`config.mk`:
```
export PLATFORM = sky130hd
export DESIGN_NAME = sync_fifo_ctr
export DESIGN_NICKNAME = d
export VERILOG_FILES = /design/src/rtl/sync_fifo_ctr.sv
export SDC_FILE = /design/constraint.sdc
export NUM_CORES = 1
export LEC_CHECK = 0
export BUFFER_PORTS_ARGS = -buffer_cell sky130_fd_sc_hd__clkbuf_2
export CORE_MARGIN = 5
export CORE_UTILIZATION = 50
export CTS_CLUSTER_DIAMETER = 40
export DETAILED_ROUTE_END_ITERATION = 7
export PLACE_DENSITY = 0.75
export RECOVER_POWER = 100
export SYNTH_ARGS = -nofsm -noshare
export SYNTH_HDL_FRONTEND = slang
export SYNTH_SLANG_ARGS = --single-unit
```
`constraint.sdc`:
```
create_clock -name clk -period 3.85 [get_ports clk]
set_input_delay 0.77 -clock clk [delete_from_list [all_inputs] [get_ports clk]]
set_output_delay 0.77 -clock clk [all_outputs]
set_load 0.05 [all_outputs]
```
`src/rtl/sync_fifo_ctr.sv`:
```
// Single-clock FIFO with exact fill count, programmable almost flags and FWFT/registered read.
// Optional sticky overflow/underflow outputs when SYNC_FIFO_ERR_FLAGS_EN is defined.
module sync_fifo_ctr #(
    parameter int unsigned data_width         = 8,
    parameter int unsigned depth_width        = 5,
    parameter int unsigned almost_full_level  = (1 << depth_width) - 2,
    parameter int unsigned almost_empty_level = 2,
    parameter int unsigned fwft               = 0
) (
    input  logic                   clk,
    input  logic                   reset,
    input  logic                   wr_en,
    input  logic [data_width-1:0]  wr_data,
    input  logic                   rd_en,
    output logic [data_width-1:0]  rd_data,
    output logic                   full,
    output logic                   empty,
    output logic                   almost_full,
    output logic                   almost_empty,
    output logic [depth_width:0]   count
`ifdef SYNC_FIFO_ERR_FLAGS_EN
    ,
    output logic                   overflow,
    output logic                   underflow
`endif
);

    localparam int unsigned depth = 1 << depth_width;
    localparam logic [depth_width:0] depth_cnt = (depth_width + 1)'(depth);
    localparam logic [depth_width:0] af_lvl    = (depth_width + 1)'(almost_full_level);
    localparam logic [depth_width:0] ae_lvl    = (depth_width + 1)'(almost_empty_level);

    logic [data_width-1:0]  mem [depth];
    logic [depth_width-1:0] wr_ptr_q, wr_ptr_d;
    logic [depth_width-1:0] rd_ptr_q, rd_ptr_d;
    logic [depth_width:0]   count_q, count_d;
    logic                   wr_acc, rd_acc;

    always_comb begin
        full         = (count_q == depth_cnt);
        empty        = (count_q == '0);
        almost_full  = (count_q >= af_lvl);
        almost_empty = (count_q <= ae_lvl);
        count        = count_q;
    end

    // A full FIFO still accepts a write when a pop frees a slot on the same edge.
    always_comb begin
        rd_acc = rd_en && !empty;
        wr_acc = wr_en && (!full || rd_acc);
    end

    always_comb begin
        wr_ptr_d = wr_acc ? wr_ptr_q + 1'b1 : wr_ptr_q;
        rd_ptr_d = rd_acc ? rd_ptr_q + 1'b1 : rd_ptr_q;
        count_d  = count_q;
        unique case ({wr_acc, rd_acc})
            2'b10:   count_d = count_q + 1'b1;
            2'b01:   count_d = count_q - 1'b1;
            default: count_d = count_q;
        endcase
    end

    always_ff @(posedge clk) begin
        if (reset) begin
            wr_ptr_q <= '0;
            rd_ptr_q <= '0;
            count_q  <= '0;
        end else begin
            wr_ptr_q <= wr_ptr_d;
            rd_ptr_q <= rd_ptr_d;
            count_q  <= count_d;
        end
    end

    // Storage is deliberately not reset; only the pointers and count are.
    always_ff @(posedge clk) begin
        if (!reset && wr_acc) begin
            mem[wr_ptr_q] <= wr_data;
        end
    end

    if (fwft != 0) begin : g_fwft
        // Head word shown directly; forced to zero while nothing is stored.
        always_comb begin
            rd_data = empty ? '0 : mem[rd_ptr_q];
        end
    end else begin : g_reg_read
        logic [data_width-1:0] rd_data_q;

        always_ff @(posedge clk) begin
            if (reset) begin
                rd_data_q <= '0;
            end else if (rd_acc) begin
                rd_data_q <= mem[rd_ptr_q];
            end
        end

        always_comb begin
            rd_data = rd_data_q;
        end
    end

`ifdef SYNC_FIFO_ERR_FLAGS_EN
    logic overflow_q, underflow_q;

    always_ff @(posedge clk) begin
        if (reset) begin
            overflow_q  <= 1'b0;
            underflow_q <= 1'b0;
        end else begin
            if (wr_en && !wr_acc) overflow_q  <= 1'b1;
            if (rd_en && empty)   underflow_q <= 1'b1;
        end
    end

    always_comb begin
        overflow  = overflow_q;
        underflow = underflow_q;
    end
`endif

endmodule

```
==> results.sh, run 1 <==
export IMPL_status="finished, violations left"
export IMPL_failed_checks="max-capacitance violations, max-slew violations"
export IMPL_cts_made_buffers=35
export IMPL_fin_area_mm2=0.0126
export IMPL_fin_nets=660
export IMPL_setup_tns_final_ns=0
export IMPL_finalClockSkew_ns=0.0194
export IMPL_worstPathArrival_ns=3.68
export IMPL_setup_viol=0
export IMPL_max_freq_ghz=0.305
export IMPL_synth_cell_types=48
export IMPL_period_share_pct=85.2
export IMPL_netlist_area_leader_share_pct=69.3
export IMPL_port_buffers=29
export IMPL_rsz0062_at_grt="no"
export IMPL_hold_viol=0
export IMPL_crit_path_end_kind="register"
export IMPL_grt_pass1_vias=6012
export IMPL_ctsResizeCount=0
export IMPL_num_antenna_cells=0
export IMPL_wl_per_cell_um=24.6
export IMPL_synth_seq_area_share_pct=73.7
export IMPL_period_minus_slack_ns=3.28
export IMPL_ys_seq_elements=280
export IMPL_n_fill_cell=1552
export IMPL_cts_max_path_buffers=3
export IMPL_cts_sinks=280
export IMPL_grt_antenna_before_repair=0
export IMPL_track_usage_pct=18.3
export IMPL_slew_violations=197
export IMPL_gp_congestion=0.857
export IMPL_async_flop_share_pct=0
export IMPL_pin_count=30
export IMPL_cap_violations=6
export IMPL_grt_pass1_wl_mm=35.6
export IMPL_path_max_fanout=28
export IMPL_drt_wl_total_mm=23.2
export IMPL_fin_ws_ns=0.568
export IMPL_synth_top_area_cell="edfxtp_1"
export IMPL_place_area_mm2=0.0115
export IMPL_cts_htree_levels=2
export IMPL_grt_ovfl_total=0
export IMPL_postCtsHoldBufs=0
export IMPL_coreArea_mm2=0.0218
export IMPL_dr_pass1_iters=5
export IMPL_path_class="reg -> reg"
export IMPL_worstMarginPinSlew_ns=1.69
export IMPL_p_leak_nw=3.94
export IMPL_clk_pin_slew_ns=0.06
export IMPL_ir_worst_vdd_mv=0.318
export IMPL_yosys_top_cells_count="256 x edfxtp_1, 53 x nor2_1, 49 x mux4_2"
export IMPL_power_density_mw_per_mm2=651
export IMPL_clock_latency_ns=0.51
export IMPL_hold_ws_ns=0.480
export IMPL_synth_flop_cell="edfxtp_1"
export IMPL_start_util_pct=50.8
export IMPL_synth_edff_count=256
export IMPL_vias_per_cell=6.09
export IMPL_ant_nets=0
export IMPL_die_w_um=159
export IMPL_synth_top_cells_by_area="edfxtp_1 69%, mux4_2 10%, dfxtp_1 4.3%, mux2i_1 3.2%, nor2_1 1.8%"
export IMPL_worstSetupStartpointType="register"
export IMPL_die_h_um=159
export IMPL_avgSynthCellArea_um2=18.7
export IMPL_grt_max_degree=33
export IMPL_post_dp_hpwl_mm=14.2
export IMPL_synth_cells=592
export IMPL_cts_setup_buffers=0
export IMPL_hold_path_class="reg -> reg"
export IMPL_drc=0
export IMPL_syn_to_final_growth_pct=13.3
export IMPL_drive_above_1_share_pct=18.2
export IMPL_yosys_warnings=0
export IMPL_synth_most_common_cell="edfxtp_1"
export IMPL_via_count=5728
export IMPL_max_slew_margin_pct=-12.8
export IMPL_synth_nets=614
export IMPL_cts_tree="yes"
export IMPL_die_area_mm2=0.0253
export IMPL_placementRows=54
export IMPL_post_place_ws_ns=0.794
export IMPL_first_iter_violations=554
export IMPL_final_core_util_pct=57.5
export IMPL_required_ns=4.25
export IMPL_cts_root_buf="clkbuf_16"
export IMPL_synth_area_mm2=0.0111
layout by cell type (no fill, tap or decap), types with 6 or more instances in the layout:
cell type    n
o221ai_1     8
dfxtp_1     23
nor2b_1      6
nor2_1      54
nand2_1     11
clkbuf_1    28
a2111oi_0    8
ha_1         9
inv_1        6
edfxtp_1   256
o22ai_1      7
clkbuf_16   37
a21oi_1     21
buf_4        8
mux4_2      49
a22o_1      14
xnor2_1      6
a22oi_1      8
mux2i_1     35
power breakdown:
part           internal, W  leakage [nW]  total [W]  switching, W
registers          0.00341          2.50    0.00356      0.000150
clock network      0.00190         0.548    0.00314       0.00124
logic             0.000548         0.893    0.00148      0.000936
layer usage:
layer | part of all wire, % | global-route usage [%]
met5 | 0 | 0
met4 | 3.1 | 6.51
met3 | 8.0 | 3.89
met2 | 49 | 29.8
met1 | 40 | 24.6
area by class of cell:
type	instances	area [um^2]	share of cell area, %
Sequential cell	280	8170	65.1
Clock inverter	22	209	1.66
Inverter	6	22.5	0.179
Timing Repair Buffer	38	176	1.40
Clock buffer	38	930	7.40
Tap cell	280	350	2.79
Multi-Input combinational cell	277	2700	21.5
through the flow:
stage	power (W)	cells
5_1_grt	0.00848	941
3_3_place_gp	0.00511	881
3_5_place_dp	0.00515	881
6_report	0.00818	941
2_1_floorplan	0.00476	592
4_1_cts	0.00828	941
worst max-delay path: stages (launching register included):
cell and delay [ns]:
dfxtp_4 0.70, clkbuf_1 0.99, mux2i_1 0.34, o22ai_1 0.19, a2111oi_0 0.61, a21oi_1 0.13, a22o_1 0.22
state kept, by name, summed over array words and instances, names as in the netlist:
name / count
wr_ptr_q: 5
count: 6
mem: 256
rd_ptr_q: 5
rd_data: 8
cells by family (layout without fill, tap and decap cells):
group,count (synthesis),count (layout),share of synthesized area (%)
XOR/XNOR,11,11,0.869
adder cells (fa/ha/maj),10,10,1.20
multiplexers,85,85,13.2
AO/OA/AOI/OAI,80,80,5.61
flip-flops,280,280,73.7
AND/OR/NAND/NOR,91,91,3.85
buffers and inverters,35,104,1.59
final timing paths:
check / endpoint / from / cells past startpoint / slack [ns]
hold reg to reg: rd_data[6] / rd_data[6] / 1 / 0.48
setup reg to reg: rd_data[2] / rd_ptr_q[0] / 6 / 0.57
setup / recovery: rd_data[2] / rd_ptr_q[0] / 6 / 0.57
hold / removal: rd_data[6] / rd_data[6] / 1 / 0.48
Note: power is estimated with default switching activity, not from simulation.
==> inputs of run 2 (changes only) <==
--- a/config.mk
+++ b/config.mk
@@ -10,7 +10,7 @@
 export CORE_UTILIZATION = 50
 export CTS_CLUSTER_DIAMETER = 40
 export DETAILED_ROUTE_END_ITERATION = 7
-export PLACE_DENSITY = 0.75
+export PLACE_DENSITY = 0.78
 export RECOVER_POWER = 100
 export SYNTH_ARGS = -nofsm -noshare
 export SYNTH_HDL_FRONTEND = slang
==> constraint.sdc (replaced) <==
create_clock -name clk -period 3 [get_ports clk]
set_input_delay 0.6 -clock clk [delete_from_list [all_inputs] [get_ports clk]]
set_output_delay 0.6 -clock clk [all_outputs]
set_load 0.05 [all_outputs]
==> run 2 against run 1 <==
The flow still finishes with violations (max-capacitance violations, max-slew violations). Die area did not move. Worst hold slack got worse by 0.0045 ns. First-iteration DRC count fell by 13%. Design area rose by 0.19%. Combinational power rose by 37%. Largest cell class unchanged. Largest power group unchanged.
==> results.sh, run 2 (synthesis results as in run 1) <==
export IMPL_grt_ovfl_total=0
export IMPL_largest_reg_flops=256
export IMPL_grt_max_degree=39
export IMPL_postCtsHoldBufs=0
export IMPL_n_fill_cell=1579
export IMPL_ir_worst_vdd_mv=0.451
export IMPL_whs_path_depth=3
export IMPL_rsz0062_at_grt="yes"
export IMPL_cts_htree_levels=1
export IMPL_drt_wl_total_mm=22.9
export IMPL_crit_path_end_kind="register"
export IMPL_pwr_share_clk_pct=36.0
export IMPL_place_inst=891
export IMPL_max_slew_margin_pct=-12.0
export IMPL_p_switching_w=0.00290
export IMPL_layoutNonFillerInstCount=947
export IMPL_ant_nets=0
export IMPL_max_freq_ghz=0.349
export IMPL_die_h_um=159
export IMPL_combPwrFrac_pct=19.8
export IMPL_cts_made_buffers=30
export IMPL_final_cell_mix="256 x edfxtp_1, 49 x mux4_2, 43 x nor2_1, 35 x mux2i_1, 31 x clkbuf_16"
export IMPL_cts_sinks=280
export IMPL_path_max_fanout=7
export IMPL_drc=0
export IMPL_grt_pass1_vias=5855
export IMPL_period_share_pct=95.4
export IMPL_slew_violations=231
export IMPL_slowest_delay_ns=0.61
export IMPL_swShare_pct=28.3
export IMPL_ctsResizeCount=0
export IMPL_vias_per_cell=6.02
export IMPL_mostFrequentLayoutCell="edfxtp_1"
export IMPL_hold_viol=0
export IMPL_die_area_mm2=0.0253
export IMPL_wl_per_cell_um=24.2
export IMPL_coreArea_mm2=0.0218
export IMPL_failed_checks="max-capacitance violations, max-slew violations"
export IMPL_largest_register="mem"
export IMPL_post_dp_hpwl_mm=14.6
export IMPL_cp_depth=9
export IMPL_period_minus_slack_ns=2.86
export IMPL_placementRows=54
export IMPL_cts_tree="yes"
export IMPL_hold_path_class="in -> reg"
export IMPL_dr_pass1_iters=5
export IMPL_worstMarginPinSlew_ns=1.68
export IMPL_via_count=5703
export IMPL_power_density_mw_per_mm2=814
export IMPL_clk_pin_slew_ns=0.06
export IMPL_num_antenna_cells=0
export IMPL_gp_congestion=0.872
export IMPL_path_class="reg -> reg"
export IMPL_syn_to_final_growth_pct=13.5
export IMPL_cts_setup_buffers=0
export IMPL_track_usage_pct=17.9
export IMPL_cp_num_buf_inv=0
export IMPL_reg2regPathDepth=9
export IMPL_drive_above_1_share_pct=21.4
export IMPL_p_leak_nw=3.95
export IMPL_crit_family="compound AO/OA/AOI/OAI gates"
export IMPL_cap_violations=8
export IMPL_worstSetupStartpointType="register"
export IMPL_start_util_pct=50.8
export IMPL_setup_viol=0
export IMPL_cts_root_buf="clkbuf_16"
export IMPL_grt_antenna_before_repair=0
export IMPL_finalClockSkew_ns=0.0218
export IMPL_first_iter_violations=482
export IMPL_required_ns=3.43
export IMPL_grt_pass1_wl_mm=35.3
export IMPL_worstPathArrival_ns=3.30
export IMPL_cts_max_path_buffers=3
export IMPL_pwr_share_seq_pct=44.2
export IMPL_pin_count=30
export IMPL_p_int_w=0.00734
export IMPL_fin_nets=665
export IMPL_crit_chain="or4_1 > o31ai_4 > nor2_2 > ha_1 > a211oi_1 > o21bai_1 > a21oi_2 > mux2i_1 > mux2_1"
export IMPL_port_buffers=29
export IMPL_worst_path_max_delay_cell="or4_1"
export IMPL_status="finished, violations left"
export IMPL_die_w_um=159
export IMPL_clock_latency_ns=0.55
export IMPL_setup_tns_final_ns=0
## run 2: cell count changes in the layout (fill, tap and decap cells not counted), sizes merged
cell      change
clkinvlp      -1
inv           -2
clkbuf        +6
bufinv        +1
clkinv        -2
buf           +4
## run 2: area by class of cell
class	instances	area, um^2	area share [%]
Sequential cell	280	8170	64.9
Multi-Input combinational cell	277	2750	21.8
Clock buffer	38	812	6.45
Tap cell	280	350	2.78
Timing Repair Buffer	48	278	2.21
Clock inverter	18	200	1.59
Inverter	6	22.5	0.179
## run 2: path summary, 6_finish.rpt
kind	slack (ns)	endpoint	startpoint
min reg2reg	0.50	rd_data[7]	rd_data[7]
max	0.14	count[5]	count[3]
max reg2reg	0.14	count[5]	count[3]
min	0.48	rd_ptr_q[0]	reset
## run 2: per-layer routing
layer  track usage, %  up-vias  part of all wire [%]
met5                0        -                     0
met4             5.74        0                   2.8
met3             3.65       42                   8.3
met2             29.1      244                    49
met1             24.5     2900                    40
li1                 -     2517                     -
## run 2: worst min-delay path: cells and delay by family
| family | cells | cell delay [ns] |
|---|---|---|
| buf+inv | 2 | 0.32 |
| simple gates | 1 | 0.07 |
## run 2: per-stage QoR
step	util [%]	power (W)	instance area [um^2]	hold slack (ns)	setup WS [ns]
after global routing	57.7	0.0106	12600	0.491	-0.0385
after detailed placement	53.2	0.00667	11600	0.491	0.156
after global placement	53.2	0.00661	11600	0.465	0.219
after CTS	57.8	0.0103	12600	0.457	0.0791
after floorplan	-	0.00611	11100	0.554	0.0153
final	57.7	0.0102	12600	0.475	0.137
## run 2: power groups by stage
| stage | registers (W) | logic (W) | clock network (W) |
|---|---|---|---|
| 2_1_floorplan | 0.00479 | 0.00133 | 0 |
| 3_3_place_gp | 0.00459 | 0.00202 | 0 |
| 3_5_place_dp | 0.00461 | 0.00206 | 0 |
| 4_1_cts | 0.00452 | 0.00207 | 0.00374 |
| 5_1_grt | 0.00455 | 0.00214 | 0.00391 |
| 6_report | 0.00453 | 0.00203 | 0.00368 |
==> inputs of run 3 (changes only) <==
--- a/config.mk
+++ b/config.mk
@@ -5,8 +5,9 @@
 export SDC_FILE = /design/constraint.sdc
 export NUM_CORES = 1
 export LEC_CHECK = 0
+export ABC_AREA = 1
 export BUFFER_PORTS_ARGS = -buffer_cell sky130_fd_sc_hd__clkbuf_2
-export CORE_MARGIN = 5
+export CORE_MARGIN = 4
 export CORE_UTILIZATION = 50
 export CTS_CLUSTER_DIAMETER = 40
 export DETAILED_ROUTE_END_ITERATION = 7
==> run 3 against run 2 <==
Utilization down 0.47 points. First-iteration DRC count up 67%. The run still ends with max-capacitance violations, max-slew violations left. Sequential power down 2%. Clock skew down 0.0040 ns.
==> results.sh, run 3 <==
export IMPL_status="finished, violations left"
export IMPL_failed_checks="max-capacitance violations, max-slew violations"
export IMPL_ant_nets=0
export IMPL_grt_antenna_before_repair=0
export IMPL_finalClockSkew_ns=0.0178
export IMPL_grt_pass1_wl_mm=44.5
export IMPL_cap_violations=8
export IMPL_cts_htree_levels=1
export IMPL_yosys_top_cells_count="366 x nand2_1, 256 x edfxtp_1, 166 x nand3_1"
export IMPL_fin_nets=1232
export IMPL_hold_path_class="in -> reg"
export IMPL_required_ns=3.23
export IMPL_ir_worst_vdd_mv=0.589
export IMPL_place_area_mm2=0.0125
export IMPL_mostFrequentLayoutCell="nand2_1"
export IMPL_grt_ovfl_total=0
export IMPL_synth_edff_count=256
export IMPL_cts_tree="yes"
export IMPL_crit_chain="inv_1 > nand2_1 > nor2_1 > nand2_1 > nand2_2 > nand2_1 > nand2_1 > nor2_4 > nand2_1 > nor2_1 > clkbuf_2"
export IMPL_start_util_pct=51.0
export IMPL_final_cell_mix="368 x nand2_1, 256 x edfxtp_1, 166 x nand3_1, 129 x inv_1, 92 x nor2_1"
export IMPL_crit_path_end_kind="register"
export IMPL_cts_root_buf="clkbuf_16"
export IMPL_cts_max_path_buffers=3
export IMPL_grt_max_degree=137
export IMPL_worstPathArrival_ns=2.91
export IMPL_dr_pass1_iters=5
export IMPL_seq_area_mm2=0.00817
export IMPL_synth_cell_types=24
export IMPL_critPathMostFrequentCell="nand2_1"
export IMPL_post_place_ws_ns=0.497
export IMPL_cp_num_buf_inv=2
export IMPL_setup_viol=0
export IMPL_path_max_fanout=15
export IMPL_period_share_pct=89.2
export IMPL_synth_most_common_cell="nand2_1"
export IMPL_synth_flop_cell="edfxtp_1"
export IMPL_die_area_mm2=0.0266
export IMPL_ys_seq_elements=280
export IMPL_gp_congestion=0.947
export IMPL_post_dp_hpwl_mm=17.1
export IMPL_power_density_mw_per_mm2=748
export IMPL_wl_per_cell_um=18.2
export IMPL_p_leak_nw=5.32
export IMPL_drt_wl_total_mm=28.2
export IMPL_r2r_start="count[4]"
export IMPL_drive_above_1_share_pct=6.24
export IMPL_die_h_um=163
export IMPL_yosys_warnings=0
export IMPL_max_freq_ghz=0.373
export IMPL_async_flop_share_pct=0
export IMPL_clk_pin_slew_ns=0.06
export IMPL_track_usage_pct=21.4
export IMPL_largest_reg_flops=256
export IMPL_netlist_area_leader_share_pct=63.8
export IMPL_via_count=8362
export IMPL_placementRows=56
export IMPL_postCtsHoldBufs=0
export IMPL_crit_family="simple AND/OR/NAND/NOR gates"
export IMPL_synth_top_cells_by_area="edfxtp_1 64%, nand2_1 11%, nand3_1 6.9%, inv_1 4.0%, dfxtp_1 4.0%"
export IMPL_path_class="reg -> reg"
export IMPL_n_fill_cell=1976
export IMPL_avgSynthCellArea_um2=10.2
export IMPL_fin_area_mm2=0.0135
export IMPL_min_from="reset"
export IMPL_worstMarginPinSlew_ns=2.07
export IMPL_fin_ws_ns=0.323
export IMPL_first_iter_violations=807
export IMPL_num_antenna_cells=0
export IMPL_die_w_um=163
export IMPL_startpoint="count[4]"
export IMPL_setup_tns_final_ns=0
export IMPL_synth_cells=1179
export IMPL_hold_viol=0
export IMPL_slowest_delay_ns=0.40
export IMPL_slew_violations=264
export IMPL_drc=0
export IMPL_rsz0062_at_grt="no"
export IMPL_pin_count=30
export IMPL_grt_pass1_vias=8105
export IMPL_synth_top_area_cell="edfxtp_1"
export IMPL_synth_area_mm2=0.0121
export IMPL_cts_setup_buffers=0
export IMPL_largest_register="mem"
export IMPL_vias_per_cell=5.39
export IMPL_synth_nets=1201
export IMPL_layoutNonFillerInstCount=1552
export IMPL_ctsResizeCount=0
export IMPL_syn_to_final_growth_pct=12.0
export IMPL_clock_latency_ns=0.55
export IMPL_max_slew_margin_pct=-38.2
export IMPL_worstSetupStartpointType="register"
export IMPL_worst_path_max_delay_cell="dfxtp_1"
export IMPL_port_buffers=29
export IMPL_synth_seq_area_share_pct=67.8
export IMPL_cts_made_buffers=31
export IMPL_multi_input_area_mm2=0.00311
export IMPL_coreArea_mm2=0.0236
export IMPL_place_inst=1496
export IMPL_cts_sinks=280
export IMPL_period_minus_slack_ns=2.68
run 3: cell types whose count changed after synthesis, sizes merged, moves of 18 or more:
cell,before,now
mux2i,35,0
nor2,55,93
o21ai,3,22
inv,6,131
mux4,49,0
nand3,3,166
nand2,11,371
a21oi,21,39
buf,11,44
run 3: path summary, 6_finish.rpt:
path                 to  slack (ns)  cells past startpoint
max           mem[6][6]        0.32                     11
min          rd_data[7]        0.47                      2
max reg2reg   mem[6][6]        0.32                     11
min reg2reg  rd_data[6]        0.50                      2
run 3: cell families (layout without fill, tap and decap cells):
kind of cell	count (synthesis)	count (layout)	synth area share, %
fa+ha+maj	10	10	1.10
compound gates	65	65	2.79
xor+xnor	3	3	0.218
flops	280	280	67.8
simple gates	634	634	21.7
buf+inv	187	241	6.41
run 3: cell type report:
type,count,share of cell area [%]
sequential,280,60.5
multi-input combinational,712,23.1
clock buffer,38,6.09
timing repair buffer,52,2.03
inverter,133,3.71
tap,319,2.96
clock inverter,18,1.64
run 3: where the power goes:
part | switching [W] | total, W | internal [W] | leakage (nW)
combinational | 0.00140 | 0.00187 | 0.000467 | 2.32
clock | 0.00150 | 0.00381 | 0.00231 | 0.505
sequential | 0.0000775 | 0.00442 | 0.00434 | 2.50
total | 0.00298 | 0.0101 | 0.00711 | 5.32
run 3: through the flow:
| stage | utilization [%] | total power, W | hold WS [ns] |
|---|---|---|---|
| 3_5_place_dp | 53.1 | 0.00635 | 0.497 |
| 5_1_grt | 57.2 | 0.0105 | 0.454 |
| 2_1_floorplan | - | 0.00588 | 0.503 |
| 4_1_cts | 57.5 | 0.0101 | 0.438 |
| 6_report | 57.2 | 0.0101 | 0.465 |
| 3_3_place_gp | 53.1 | 0.00632 | 0.490 |
run 3: worst reg2reg max path, delay by kind of cell, from the launching register on:
family,cells,cell delay [ns]
and+or+nand+nor,9,1.64
buffers and inverters,2,0.34
DFF,1,0.40
run 3: layer usage:
metal,vias up,wire length [um],track usage [%]
met4,0,875,6.98
met3,59,2330,2.93
met5,-,0,0
li1,3954,-,-
met2,389,13200,35.4
met1,3960,11800,29.8
